### src/rtl/prim_pkg.sv
// Shared helpers for the pipelined XOR/NOT primitive array: pair and word
// primitives plus the iteration clamp applied at pipeline entry.
package prim_pkg;

    localparam int unsigned MAX_PAIRS = 64;
    localparam int unsigned MAX_W     = 2 * MAX_PAIRS;

    // One step of the 2-bit sequence 00 -> 01 -> 10 -> 11 -> 00.
    function automatic logic [1:0] prim_pair_f(input logic [1:0] p);
        return {p[1] ^ p[0], ~p[0]};
    endfunction

    // Applies the pair primitive to the lowest n_pairs pairs; upper bits return zero.
    function automatic logic [MAX_W-1:0] prim_word_f(input logic [MAX_W-1:0] w,
                                                     input int unsigned     n_pairs);
        logic [MAX_W-1:0] r;
        r = '0;
        for (int unsigned j = 0; j < MAX_PAIRS; j++) begin
            if (j < n_pairs) begin
                r[2*j +: 2] = prim_pair_f(w[2*j +: 2]);
            end
        end
        return r;
    endfunction

    function automatic int unsigned clamp_iters_f(input int unsigned iters,
                                                  input int unsigned depth);
        return (iters > depth) ? depth : iters;
    endfunction

endpackage

### src/rtl/prim_stage.sv
// One pipeline register stage: captures valid/data/iters when allowed to load and
// applies the primitive when its index K is below the word's iteration count.
module prim_stage
    import prim_pkg::*;
#(
    parameter int unsigned W    = 16,
    parameter int unsigned IT_W = 3,
    parameter int unsigned K    = 0
) (
    input  logic            clk,
    input  logic            rst_n,
    input  logic            flush,
    input  logic            rdy,
    input  logic            up_valid,
    input  logic [W-1:0]    up_data,
    input  logic [IT_W-1:0] up_iters,
    output logic            valid_q,
    output logic [W-1:0]    data_q,
    output logic [IT_W-1:0] iters_q
);

    logic            valid_d;
    logic [W-1:0]    data_d;
    logic [IT_W-1:0] iters_d;
    logic [W-1:0]    prim_data;
    logic            apply;

    always_comb begin
        prim_data = W'(prim_word_f(MAX_W'(up_data), W / 2));
        apply     = (32'(up_iters) > K);
    end

    always_comb begin
        valid_d = valid_q;
        data_d  = data_q;
        iters_d = iters_q;
        if (rdy) begin
            valid_d = up_valid;
            // Data only moves with a real word, so idle stages keep their last value.
            if (up_valid) begin
                data_d  = apply ? prim_data : up_data;
                iters_d = up_iters;
            end
        end
        if (flush) begin
            valid_d = 1'b0;
        end
    end

    always_ff @(posedge clk or negedge rst_n) begin
        if (!rst_n) begin
            valid_q <= 1'b0;
            data_q  <= '0;
            iters_q <= '0;
        end else begin
            valid_q <= valid_d;
            data_q  <= data_d;
            iters_q <= iters_d;
        end
    end

endmodule

### src/rtl/pipelined_prim_array.sv
// DEPTH-stage valid/ready pipeline applying the pair primitive a per-word number
// of times, with synchronous flush and a wrapping accepted-word counter.
module pipelined_prim_array
    import prim_pkg::*;
#(
    parameter  int unsigned IO_PAIRS = 8,
    parameter  int unsigned DEPTH    = 4,
    parameter  int unsigned CNT_W    = 16,
    localparam int unsigned W        = 2 * IO_PAIRS,
    localparam int unsigned IT_W     = ($clog2(DEPTH + 1) < 1) ? 1 : $clog2(DEPTH + 1)
) (
    input  logic             clk,
    input  logic             rst_n,
    input  logic             flush,
    input  logic             in_valid,
    output logic             in_ready,
    input  logic [W-1:0]     in_data,
    input  logic [IT_W-1:0]  in_iters,
    output logic             out_valid,
    input  logic             out_ready,
    output logic [W-1:0]     out_data,
    output logic [CNT_W-1:0] acc_count
);

    logic            stg_valid [DEPTH];
    logic [W-1:0]    stg_data  [DEPTH];
    logic [IT_W-1:0] stg_iters [DEPTH];
    logic            up_valid  [DEPTH];
    logic [W-1:0]    up_data   [DEPTH];
    logic [IT_W-1:0] up_iters  [DEPTH];
    logic            rdy       [DEPTH];
    logic            all_full;
    logic            unused_iters;

    logic [CNT_W-1:0] acc_d;
    logic [CNT_W-1:0] acc_q;

    // rdy_k = ~valid_k | rdy_{k+1} unrolled: a stage may load unless it and
    // every stage downstream of it are full while the sink stalls.
    always_comb begin
        all_full = 1'b1;
        for (int k = int'(DEPTH) - 1; k >= 0; k--) begin
            all_full = all_full & stg_valid[k];
            rdy[k]   = out_ready | ~all_full;
        end
    end

    always_comb begin
        up_valid[0] = in_valid & ~flush;
        up_data[0]  = in_data;
        up_iters[0] = IT_W'(clamp_iters_f(32'(in_iters), DEPTH));
        for (int k = 1; k < int'(DEPTH); k++) begin
            up_valid[k] = stg_valid[k-1];
            up_data[k]  = stg_data[k-1];
            up_iters[k] = stg_iters[k-1];
        end
    end

    for (genvar k = 0; k < int'(DEPTH); k++) begin : g_stage
        prim_stage #(
            .W    (W),
            .IT_W (IT_W),
            .K    (k)
        ) u_stage (
            .clk      (clk),
            .rst_n    (rst_n),
            .flush    (flush),
            .rdy      (rdy[k]),
            .up_valid (up_valid[k]),
            .up_data  (up_data[k]),
            .up_iters (up_iters[k]),
            .valid_q  (stg_valid[k]),
            .data_q   (stg_data[k]),
            .iters_q  (stg_iters[k])
        );
    end

    assign unused_iters = ^stg_iters[DEPTH-1];

    always_comb begin
        in_ready  = rdy[0] & ~flush;
        out_valid = stg_valid[DEPTH-1];
        out_data  = stg_data[DEPTH-1];
        acc_count = acc_q;
    end

    always_comb begin
        acc_d = acc_q;
        if (in_valid && in_ready) begin
            acc_d = acc_q + 1'b1;
        end
    end

    always_ff @(posedge clk or negedge rst_n) begin
        if (!rst_n) begin
            acc_q <= '0;
        end else begin
            acc_q <= acc_d;
        end
    end

endmodule

### config.mk
export PLATFORM = sky130hd
export DESIGN_NAME = pipelined_prim_array
export DESIGN_NICKNAME = d
export VERILOG_FILES = /design/src/rtl/prim_pkg.sv /design/src/rtl/prim_stage.sv /design/src/rtl/pipelined_prim_array.sv
export SDC_FILE = /design/constraint.sdc
export NUM_CORES = 1
export LEC_CHECK = 0
export CELL_PAD_IN_SITES_DETAIL_PLACEMENT = 0
export CELL_PAD_IN_SITES_GLOBAL_PLACEMENT = 2
export CORE_MARGIN = 1.5
export CORE_UTILIZATION = 34
export CTS_CLUSTER_SIZE = 8
export DETAILED_ROUTE_END_ITERATION = 8
export HOLD_SLACK_MARGIN = 0.03
export PLACE_DENSITY = 0.84
export RECOVER_POWER = 50
export SLEW_MARGIN = 40
export SYNTH_ARGS = -nofsm -noshare
export SYNTH_HDL_FRONTEND = slang
export SYNTH_SLANG_ARGS = --single-unit
### constraint.sdc
create_clock -name clk -period 1.6 [get_ports clk]
set_input_delay 0.32 -clock clk [delete_from_list [all_inputs] [get_ports clk]]
set_output_delay 0.32 -clock clk [all_outputs]
set_load 0.02 [all_outputs]
==> out/qor_table.md <==
| Item | Reported |
|---|---|
| Residual antenna-violating net count after detailed routing | 0 |
| Initial cell density of the core | 0.349 |
| Post-DP HPWL | 5300 um |
| Post-synthesis to final-layout area growth | 28.5% |
| Worst path top cell family by delay | compound AO/OA/AOI/OAI gates |
| Vias in the first global route | 2,659 |
| Worst-case setup margin in the final layout | 4.53 ps |
| Yosys warning total | 0 |
| Lkg Pwr | 2.48 nW |
| Stage delay of the slowest cell on the critical path | 440 ps |
| Worst path bufs/invs | 0 |
| Number of max-cap violations | 0 |
| Tightest slew margin relative to the limit | 0.582 |
| Worst Path Required | 1820 ps |
| CP max-delay cell | sky130_fd_sc_hd__a2111oi_4 |
| Die Wd | 114 um |
| Cells after DPL | 620 |
| Fraction of post-synthesis cell area in the top cell type by area | 0.544 |
| Register-to-Register Setup Slack | 5 ps |
| Top cells by area, synth | sky130_fd_sc_hd__dfrtp_1 54%, sky130_fd_sc_hd__nand2_1 10%, sky130_fd_sc_hd__xnor2_1 8.8%, sky130_fd_sc_hd__o21ai_0 8.0%, sky130_fd_sc_hd__xor2_1 7.7% |
| Hold Vio Cnt, Final | 0 |
| Launch point of the critical path | acc_count[1]$_DFFE_PN0P_ |
| Area of the multi-input gates | 1800 um2 |
| Launch point of the worst reg-to-reg path | acc_count[1]$_DFFE_PN0P_ |
| Final Setup Violations | 0 |
| Highest attainable clock frequency | 627 MHz |
| Share of layout cells above drive strength 1 | 0.115 |
| Startpoint class of the critical path | flip-flop |
| RSZ-0062 raised after global routing | true |
| Detailed-router iteration count before antenna repair | 4 |
| Die Height | 114 um |
| Clock tree from TritonCTS | done |
| Number of distinct library cells after synthesis | 30 |
| Net count after synthesis | 445 |
| Antenna violations before repair | 0 |
| Worst-path clk slew | 60 ps |
| Setup Slack @ Placement | -494 ps |
| Row count | 40 |
| Final Non-Filler Cells | 641 |
| Worst vdd rail ir drop | 0.856 mV |
| # IOs | 58 |
| Core Area | 12,000 um2 |
| Number of instances in the synthesized netlist | 420 |
| Final period demand of the worst path | 1600 ps |
| Post-route standard cell area excluding fillers | 5380 um2 |
| H-tree lvl count | 3 |
| Total standard cell area after synthesis | 4190 um2 |
| Buffers from clock root to sink, at most | 2 |
| Worst path arrival time | 1820 ps |
| Worst Max-Slew Pin Slew | 627 ps |
| Cell type with the highest aggregate area in the netlist | sky130_fd_sc_hd__dfrtp_1 |
| Synthesized flop and latch total | 91 |
| Count of input and output buffers | 57 |
| Status | finished, final reports clean |
| Total power after layout | 7.64 mW |
| Total length of routed wires | 7570 um |
| Period utilisation layout | 0.997 |
| Clock tree sinks | 91 |
| Later-pin clock latency in the skew report | 330 ps |
| Hold path startpoint | acc_count[15]$_DFFE_PN0P_ |
| Die outline area | 13,000 um2 |
| Fill cell total of the finished layout | 1,179 |
| Power density of the placed cells | 1420 nW/um2 |
| Number of remaining DRC errors | 0 |
| CP endpoint kind | flip-flop |
| Hold Path Class | flip-flop to flip-flop |
| Via total after detailed routing | 2,814 |
| First-pass GRT wire length | 12,800 um |
| Mean instance size in the synthesized netlist | 9.97 um2 |
| Sequential cell area | 2280 um2 |
| Number of buffers added by the clock tree synthesis step | 9 |
| Worst Clk Skew | 6.85 ps |
| Max-slew violation total from the final report | 0 |
| Worst Path Max Fanout | 4 |
| Routed vias/inst | 4.39 |
| Fraction of the yosys area taken by sequential cells | 0.544 |
| Aggregate global-route resource usage | 0.123 |
| Placement-stage cell area | 5070 um2 |
| Cell at the root of the clock tree | sky130_fd_sc_hd__clkbuf_16 |
| DRT iter0 DRCs | 130 |
| Gp weighted congestion | 0.738 |
| Inserted Diodes | 0 |
| Overflow left after global routing | 0 |
| Maximum number of pins on one net before global-route repair | 38 |
| Kind of critical path | flip-flop to flip-flop |
| Sum of negative setup slack | 0 ps |
| Drt wl/cell | 11.8 um |
| Net count, final | 514 |
| CP Cell Sequence | ha_4 > nand2_1 > a2111oi_4 > nand4_1 > xnor2_1 |
worst paths after layout:
| check | end | cells past startpoint |
|---|---|---|
| max in group asynchronous | g_stage[1].u_stage.data_q[15]$_DFFE_PN0P_ | 3 |
| hold reg to reg | acc_count[15]$_DFFE_PN0P_ | 1 |
| hold / removal | acc_count[15]$_DFFE_PN0P_ | 1 |
| min in group asynchronous | g_stage[3].u_stage.valid_q$_DFFE_PN0P_ | 2 |
| setup / recovery | acc_count[14]$_DFFE_PN0P_ | 5 |
| setup reg to reg | acc_count[14]$_DFFE_PN0P_ | 5 |
layer usage:
| layer | share of wire | vias to the layer above | GRT usage |
|---|---|---|---|
| met2 | 0.43 | 48 | 0.182 |
| li1 | - | 1494 | - |
| met4 | 0.017 | 0 | 0.0550 |
| met5 | 0 | - | 0 |
| met1 | 0.52 | 1261 | 0.173 |
| met3 | 0.036 | 11 | 0.0271 |
sequential cells by signal, indices dropped and copies added, names as in the netlist:
signal	count
acc_count	16
g_stage.u_stage.iters_q	7
g_stage.u_stage.valid_q	4
g_stage.u_stage.data_q	64
layout make-up:
cell class	count	share of cell area
sequential	91	0.424
multi-input combinational	302	0.334
timing repair buffer	82	0.151
clock buffer	12	0.0458
tap	147	0.0342
clock inverter	4	0.00930
inverter	3	0.00209
cell usage after synthesis:
cell,n
sky130_fd_sc_hd__nand3b_1,1
sky130_fd_sc_hd__and4b_1,1
sky130_fd_sc_hd__nand2b_1,3
sky130_fd_sc_hd__nor4_4,1
sky130_fd_sc_hd__nor2_2,1
sky130_fd_sc_hd__a21oi_1,5
sky130_fd_sc_hd__buf_6,3
sky130_fd_sc_hd__a2111oi_4,1
sky130_fd_sc_hd__nor3_1,1
sky130_fd_sc_hd__dfrtp_1,91
sky130_fd_sc_hd__o21ai_1,1
sky130_fd_sc_hd__and3_1,1
sky130_fd_sc_hd__buf_2,12
sky130_fd_sc_hd__or2_2,1
sky130_fd_sc_hd__and2_1,2
sky130_fd_sc_hd__nand3_1,2
sky130_fd_sc_hd__or3_1,1
sky130_fd_sc_hd__nand4_1,7
sky130_fd_sc_hd__nor2_1,6
sky130_fd_sc_hd__nor3_2,1
sky130_fd_sc_hd__ha_1,1
sky130_fd_sc_hd__inv_1,3
sky130_fd_sc_hd__xor2_1,37
sky130_fd_sc_hd__clkbuf_1,8
sky130_fd_sc_hd__buf_4,1
sky130_fd_sc_hd__o21ai_0,67
sky130_fd_sc_hd__nand2_1,113
sky130_fd_sc_hd__mux2_2,4
sky130_fd_sc_hd__a21o_1,2
sky130_fd_sc_hd__xnor2_1,42
cell usage in the layout, fill, tap and decap left out, types with 2 or more instances in the layout:
cell                              Yosys  routed
sky130_fd_sc_hd__xor2_1              37      37
sky130_fd_sc_hd__nor2_2               1       2
sky130_fd_sc_hd__clkdlybuf4s50_1      0      21
sky130_fd_sc_hd__dlygate4sd2_1        0      34
sky130_fd_sc_hd__clkbuf_1             8       2
sky130_fd_sc_hd__a21o_1               2       2
sky130_fd_sc_hd__nand4_1              7       7
sky130_fd_sc_hd__buf_12               0       5
sky130_fd_sc_hd__clkbuf_16            0      10
sky130_fd_sc_hd__and2_1               2       2
sky130_fd_sc_hd__o21ai_2              0       2
sky130_fd_sc_hd__clkinvlp_4           0       2
sky130_fd_sc_hd__dfrtp_1             91      88
sky130_fd_sc_hd__xnor2_1             42      42
sky130_fd_sc_hd__a21oi_1              5       5
sky130_fd_sc_hd__nand3_1              2       2
sky130_fd_sc_hd__nand2b_1             3       3
sky130_fd_sc_hd__mux2_2               4       4
sky130_fd_sc_hd__nor3_2               1       2
sky130_fd_sc_hd__nor2_1               6       5
sky130_fd_sc_hd__buf_4                1      17
sky130_fd_sc_hd__inv_1                3       3
sky130_fd_sc_hd__nand2_1            113     113
sky130_fd_sc_hd__dfrtp_2              0       3
sky130_fd_sc_hd__o21ai_0             67      65
through the flow:
stage               utilization  hold slack, ps
detailed placement        0.422             252
finish                    0.448             468
global placement          0.422             244
floorplan                     -            24.4
global route              0.448             485
CTS                       0.445             444
worst register-to-register path, delay by kind of cell (launching register included):
kind	cells	cell delay [ps]
AO/OA/AOI/OAI	1	440
AND/OR/NAND/NOR	2	290
XOR/XNOR	1	150
adder cells (fa/ha/maj)	1	180
flip-flops	1	430
where the power goes:
| part | total [mW] | switching (mW) | leakage (nW) | internal, mW |
|---|---|---|---|---|
| Sequential | 3.42 | 0.499 | 1.16 | 2.92 |
| Combinational | 2.13 | 1.12 | 1.18 | 1.02 |
| Clock | 2.09 | 0.840 | 0.139 | 1.25 |
| Total | 7.64 | 2.45 | 2.48 | 5.19 |
logic make-up after synthesis:
family / after synthesis / share of synthesized area
simple gates: 142 / 0.146
flops: 91 / 0.544
xor+xnor: 79 / 0.165
compound gates: 76 / 0.0974
buf+inv: 27 / 0.0341
mux: 4 / 0.0108
fa+ha+maj: 1 / 0.00299
timing repair:
item                                   in CTS  in global routing
pin swaps                                   4                  6
cloned                                      0                  1
hold buffers                                1                  0
buffers inserted                            1                  2
endpoints found under the hold margin      20                  0
resized for setup                          40                  6
setup endpoints to repair                  57                  9
Power figures use the tool's default switching activity.
==> RTL change 1: new RTL, config.mk and constraints unchanged <==
The parameter `CNT_W` goes from 16 to 24.
--- a/src/rtl/pipelined_prim_array.sv
+++ b/src/rtl/pipelined_prim_array.sv
@@ -5,7 +5,7 @@
 #(
     parameter  int unsigned IO_PAIRS = 8,
     parameter  int unsigned DEPTH    = 4,
-    parameter  int unsigned CNT_W    = 16,
+    parameter  int unsigned CNT_W    = 24,
     localparam int unsigned W        = 2 * IO_PAIRS,
     localparam int unsigned IT_W     = ($clog2(DEPTH + 1) < 1) ? 1 : $clog2(DEPTH + 1)
 ) (
Ports: changed (resized acc_count); port bits go from 58 to 66. No check against the original RTL was run, so the function may have changed too.
==> RTL change 1 against the original RTL <==
Combinational power fell by 2%. Power grew 5.7%. Sequential cell count increased by 8. Setup slack improved by 25 ps. Area after synthesis is 7.9% higher. First-iteration DRC count is 6.9% higher. Largest power group unchanged. Clock skew up 6.2 ps. Design area up 11%. Wire length rose by 12%. Critical endpoint is now in_ready.
==> RTL change 1: results <==
[finish]
finish.net_count = 572
final_layout_size_suffix_gt1_share_pct = 12.86
layout.area.seq_um2 = 2477

[place]
io_buffer_count = 65
placement.cell_area_um2 = 5533
gp_congestion = 0.7329
final_hpwl_from_detailed_placement_um = 5750

[worst_setup_path]
crit_path_max_fanout = 2
cp_top_family = "flip-flops"
longest_individual_stage_delay_on_the_worst_path_ps = 380
library_cell_contributing_the_largest_single_delay_on_the_critical_path = "sky130_fd_sc_hd__dfrtp_1"

[yosys]
synth.distinct_cells = 33
yosysSeqAreaShare_pct = 54.85
adder_cell_area_share_of_the_yosys_netlist_pct = 0.2770
portion_of_netlist_area_occupied_by_mux_cells_pct = 0.9972
netlist_top_cells_area = "sky130_fd_sc_hd__dfrtp_1 55%, sky130_fd_sc_hd__xnor2_1 10%, sky130_fd_sc_hd__nand2_1 9.1%, sky130_fd_sc_hd__o21ai_0 6.9%, sky130_fd_sc_hd__xor2_1 6.8%"
netlist_top_cells_count = "110 x sky130_fd_sc_hd__nand2_1, 99 x sky130_fd_sc_hd__dfrtp_1, 62 x sky130_fd_sc_hd__o21ai_0, 52 x sky130_fd_sc_hd__xnor2_1, 35 x sky130_fd_sc_hd__xor2_1"

[grt]
grt_first_pass_wirelength_um = 14910
grt_usage_pct = 12.87

[pwr]
internal-power_mw = 5.534
ir_drop_mv = 0.8127

[timing]
worstMarginPinSlew_ps = 656.1
finalClockSkew_ps = 13.07

[outcome]
run_status = "completed"

[detailed_routing]
initialDrtViolationCount = 139

[die]
floorplan.rows = 41
-- RTL change 1: final timing paths --
kind                                         startpoint                             to  slack [ps]  depth (start not counted)
setup / recovery             g_stage[1].u_stage.valid_q                       in_ready          30                          3
hold / removal                                    flush     g_stage[1].u_stage.valid_q         430                          3
setup reg to reg             g_stage[1].u_stage.valid_q  g_stage[1].u_stage.iters_q[2]          50                          6
hold reg to reg            g_stage[3].u_stage.data_q[8]   g_stage[3].u_stage.data_q[8]         470                          2
max in group asynchronous                         rst_n  g_stage[1].u_stage.data_q[13]         220                          3
min in group asynchronous                         rst_n                   acc_count[4]         500                          2
-- RTL change 1: routing by layer --
layer / GRT usage (%) / part of all wire (%) / wire length (um)
met5: 0 / 0 / 0
met2: 20.06 / 44 / 3714
met4: 3.659 / 1.0 / 88
met3: 3.427 / 3.5 / 293
met1: 17.61 / 52 / 4365
-- RTL change 1: power by group through the flow --
stage | Sequential [mW] | Clock [mW] | Combinational (mW)
CTS | 3.65 | 2.43 | 2.11
floorplan | 3.91 | 0 | 1.09
detailed placement | 3.71 | 0 | 2.26
finish | 3.64 | 2.35 | 2.08
global placement | 3.69 | 0 | 2.22
global route | 3.75 | 2.52 | 2.36
-- RTL change 1: per-stage QoR --
step	setup WS, ps	hold slack, ps	setup TNS, ps	cells
after floorplan	54.31	24.41	0	451
after global placement	-504.9	159.4	-19530	692
after detailed placement	-523.6	166.7	-22920	692
after CTS	-7.264	341.0	-26.81	717
after global routing	-23.54	438.2	-26.91	724
final	29.64	433.2	0	724
-- RTL change 1: repair_timing --
item,CTS,global route
resized for setup,53,11
setup endpoints to repair,84,33
hold endpoints to repair,9,0
setup buffers,6,8
pin swaps,3,4
hold buffers,1,0
gates cloned,2,1
-- RTL change 1: worst register-to-register path, cell delays in order, from the launching register on --
cell and delay, ps:
sky130_fd_sc_hd__dfrtp_1 350, sky130_fd_sc_hd__buf_4 120, sky130_fd_sc_hd__nand4b_1 160, sky130_fd_sc_hd__buf_4 190, sky130_fd_sc_hd__buf_4 140, sky130_fd_sc_hd__nand2_4 120
sky130_fd_sc_hd__mux2_2 360
-- RTL change 1: cells by family after synthesis --
logic type	Yosys count
AND/OR/NAND/NOR	158
flip-flops	99
XOR/XNOR	87
AO/OA/AOI/OAI	75
buffers and inverters	27
multiplexers	4
adder cells (fa/ha/maj)	1
-- RTL change 1: final cells by class --
class                           count  area share (%)
Sequential cell                    99           41.29
Clock inverter                      6           1.585
Clock buffer                       10           3.983
Tap cell                          172           3.587
Timing Repair Buffer              107           17.04
Inverter                            5          0.3128
Multi-Input combinational cell    325           32.20
==> RTL change 2: new RTL, same settings <==
Made on the original files. Take the reset off `data_q` and load it in a clocked block of its own.
--- a/src/rtl/prim_stage.sv
+++ b/src/rtl/prim_stage.sv
@@ -50,14 +50,16 @@
     always_ff @(posedge clk or negedge rst_n) begin
         if (!rst_n) begin
             valid_q <= 1'b0;
-            data_q  <= '0;
             iters_q <= '0;
         end else begin
             valid_q <= valid_d;
-            data_q  <= data_d;
             iters_q <= iters_d;
         end
     end
 
+    always_ff @(posedge clk) begin
+        data_q <= data_d;
+    end
+
 endmodule
 
Check against the original RTL: differs if rst_n is asserted again (counterexample within 10 cycles, from zero or initial values and one cycle with rst_n low); with rst_n held inactive, the same outputs for 10 cycles.
==> RTL change 2 against the original RTL <==
The flow now finishes with violations (negative setup slack). Sequential power down 9.6%. Wire length shrank 27%. Design area fell by 4.8%. Setup slack got worse by 46 ps. Power is 20% lower. Sequential cell count stayed put. Hold slack better by 4.5 ps. Area after synthesis shrank 7.1%. Highest routed layer unchanged.
==> RTL change 2: results <==
[yosys]
synth.distinct_cells = 32
yosysSeqAreaShare_pct = 66.80
netlist_top_cells_area = "sky130_fd_sc_hd__edfxtp_1 49%, sky130_fd_sc_hd__dfrtp_1 17%, sky130_fd_sc_hd__xnor2_1 16%, sky130_fd_sc_hd__nand2_1 3.7%, sky130_fd_sc_hd__xor2_1 2.3%"
synthArstFlopShare_pct = 29.67
cell_count_after_synthesis = 269
synth_edf_count = 64
netlist_top_cells_count = "69 x sky130_fd_sc_hd__xnor2_1, 64 x sky130_fd_sc_hd__edfxtp_1, 38 x sky130_fd_sc_hd__nand2_1, 27 x sky130_fd_sc_hd__dfrtp_1, 10 x sky130_fd_sc_hd__xor2_1"
postSynthNetCount = 294

[worst_setup_path]
crit-reg2reg-launch = "g_stage[2].u_stage.valid_q"
reg2reg_depth = 5
critical_path_capture_point = "in_ready"
ff2ff_setup_slack_ps = -30
crit_path_max_fanout = 2
setup.worst_path.class = "reg -> out"
timing.rr.end = "acc_count[12]"

[detailed_routing]
dr.pass1.iters = 5
wl_um = 5547
route.met2.wl_um = 2646
met3WireLength_um = 240
post_drt_via_cell_ratio = 4.164

[place]
placement.setup.worst_slack_ps = -526.4
gp_congestion = 0.7898
dp.cells = 488
final_hpwl_from_detailed_placement_um = 4243
placement.cell_area_um2 = 4863

[timing]
worstMarginPinSlew_ps = 664.2
finalClockSkew_ps = 6.340
finalWorstSetupSlack_ps = -41.88
timing.hold.ws_ps = 472.3
setup_viol_count_final = 3
fin_setup_tns_ps = -79.55

[finish]
finish.net_count = 387
final_layout_size_suffix_gt1_share_pct = 17.17

[pwr]
power_density_nw_per_um2 = 1196
power_switching_mw = 1.624
power_drawn_by_the_sequential_cells_mw = 3.09
ir_drop_mv = 0.5434

[grt]
maximum_number_of_pins_on_one_net_before_global_route_repair = 28
grt_util_met1_pct = 12.69
grt_usage_pct = 10.02
groute.layer.met3.usage_pct = 2.134
grt_first_pass_wirelength_um = 9197
grt_pass1_vias = 2054
globalRouteMet2Util_pct = 15.71

[outcome]
run_status = "finished, violations left"
failing_checks = "negative setup slack"

[min_path]
whs_path_depth = 1
## RTL change 2: cell count changes after synthesis, moves of 3 or more
| cell | change |
|---|---|
| sky130_fd_sc_hd__nand2_1 | -75 |
| sky130_fd_sc_hd__xnor2_1 | +27 |
| sky130_fd_sc_hd__nor2b_1 | +4 |
| sky130_fd_sc_hd__edfxtp_1 | +64 |
| sky130_fd_sc_hd__o21ai_0 | -67 |
| sky130_fd_sc_hd__xor2_1 | -27 |
| sky130_fd_sc_hd__a21oi_1 | -3 |
| sky130_fd_sc_hd__buf_2 | -11 |
| sky130_fd_sc_hd__clkbuf_1 | -5 |
| sky130_fd_sc_hd__nand3_1 | +4 |
| sky130_fd_sc_hd__dfrtp_1 | -64 |
## RTL change 2: kinds of logic (layout without fill, tap and decap cells)
kind of cell / Yosys count / after routing / share of synthesized area (%)
mux: 8 / 8 / 2.316
fa+ha+maj: 1 / 1 / 0.3217
simple gates: 72 / 72 / 8.785
flops: 91 / 91 / 66.80
buf+inv: 9 / 107 / 1.094
compound gates: 9 / 9 / 2.896
xor+xnor: 79 / 79 / 17.79
## RTL change 2: repair_timing
action | in CTS | in global routing
setup endpoints to repair | 67 | 32
setup buffers | 2 | 1
gates resized for setup | 28 | 13
hold buffers | 0 | 0
pin swaps | 4 | 3
## RTL change 2: worst max-delay path, cell delays in order, from the launching register on
cell,delay [ps]
sky130_fd_sc_hd__dfrtp_1,400
sky130_fd_sc_hd__and4b_2,290
sky130_fd_sc_hd__a21oi_4,170
sky130_fd_sc_hd__buf_6,140
## RTL change 2: cell type report
type / instances / area (um2)
Clock buffer: 9 / 225.2
Clock inverter: 7 / 61.31
Fill cell: 978 / 5857
Inverter: 4 / 22.52
Multi-Input combinational cell: 169 / 1270
Sequential cell: 91 / 2599
Tap cell: 140 / 175.2
Timing Repair Buffer: 87 / 773.2
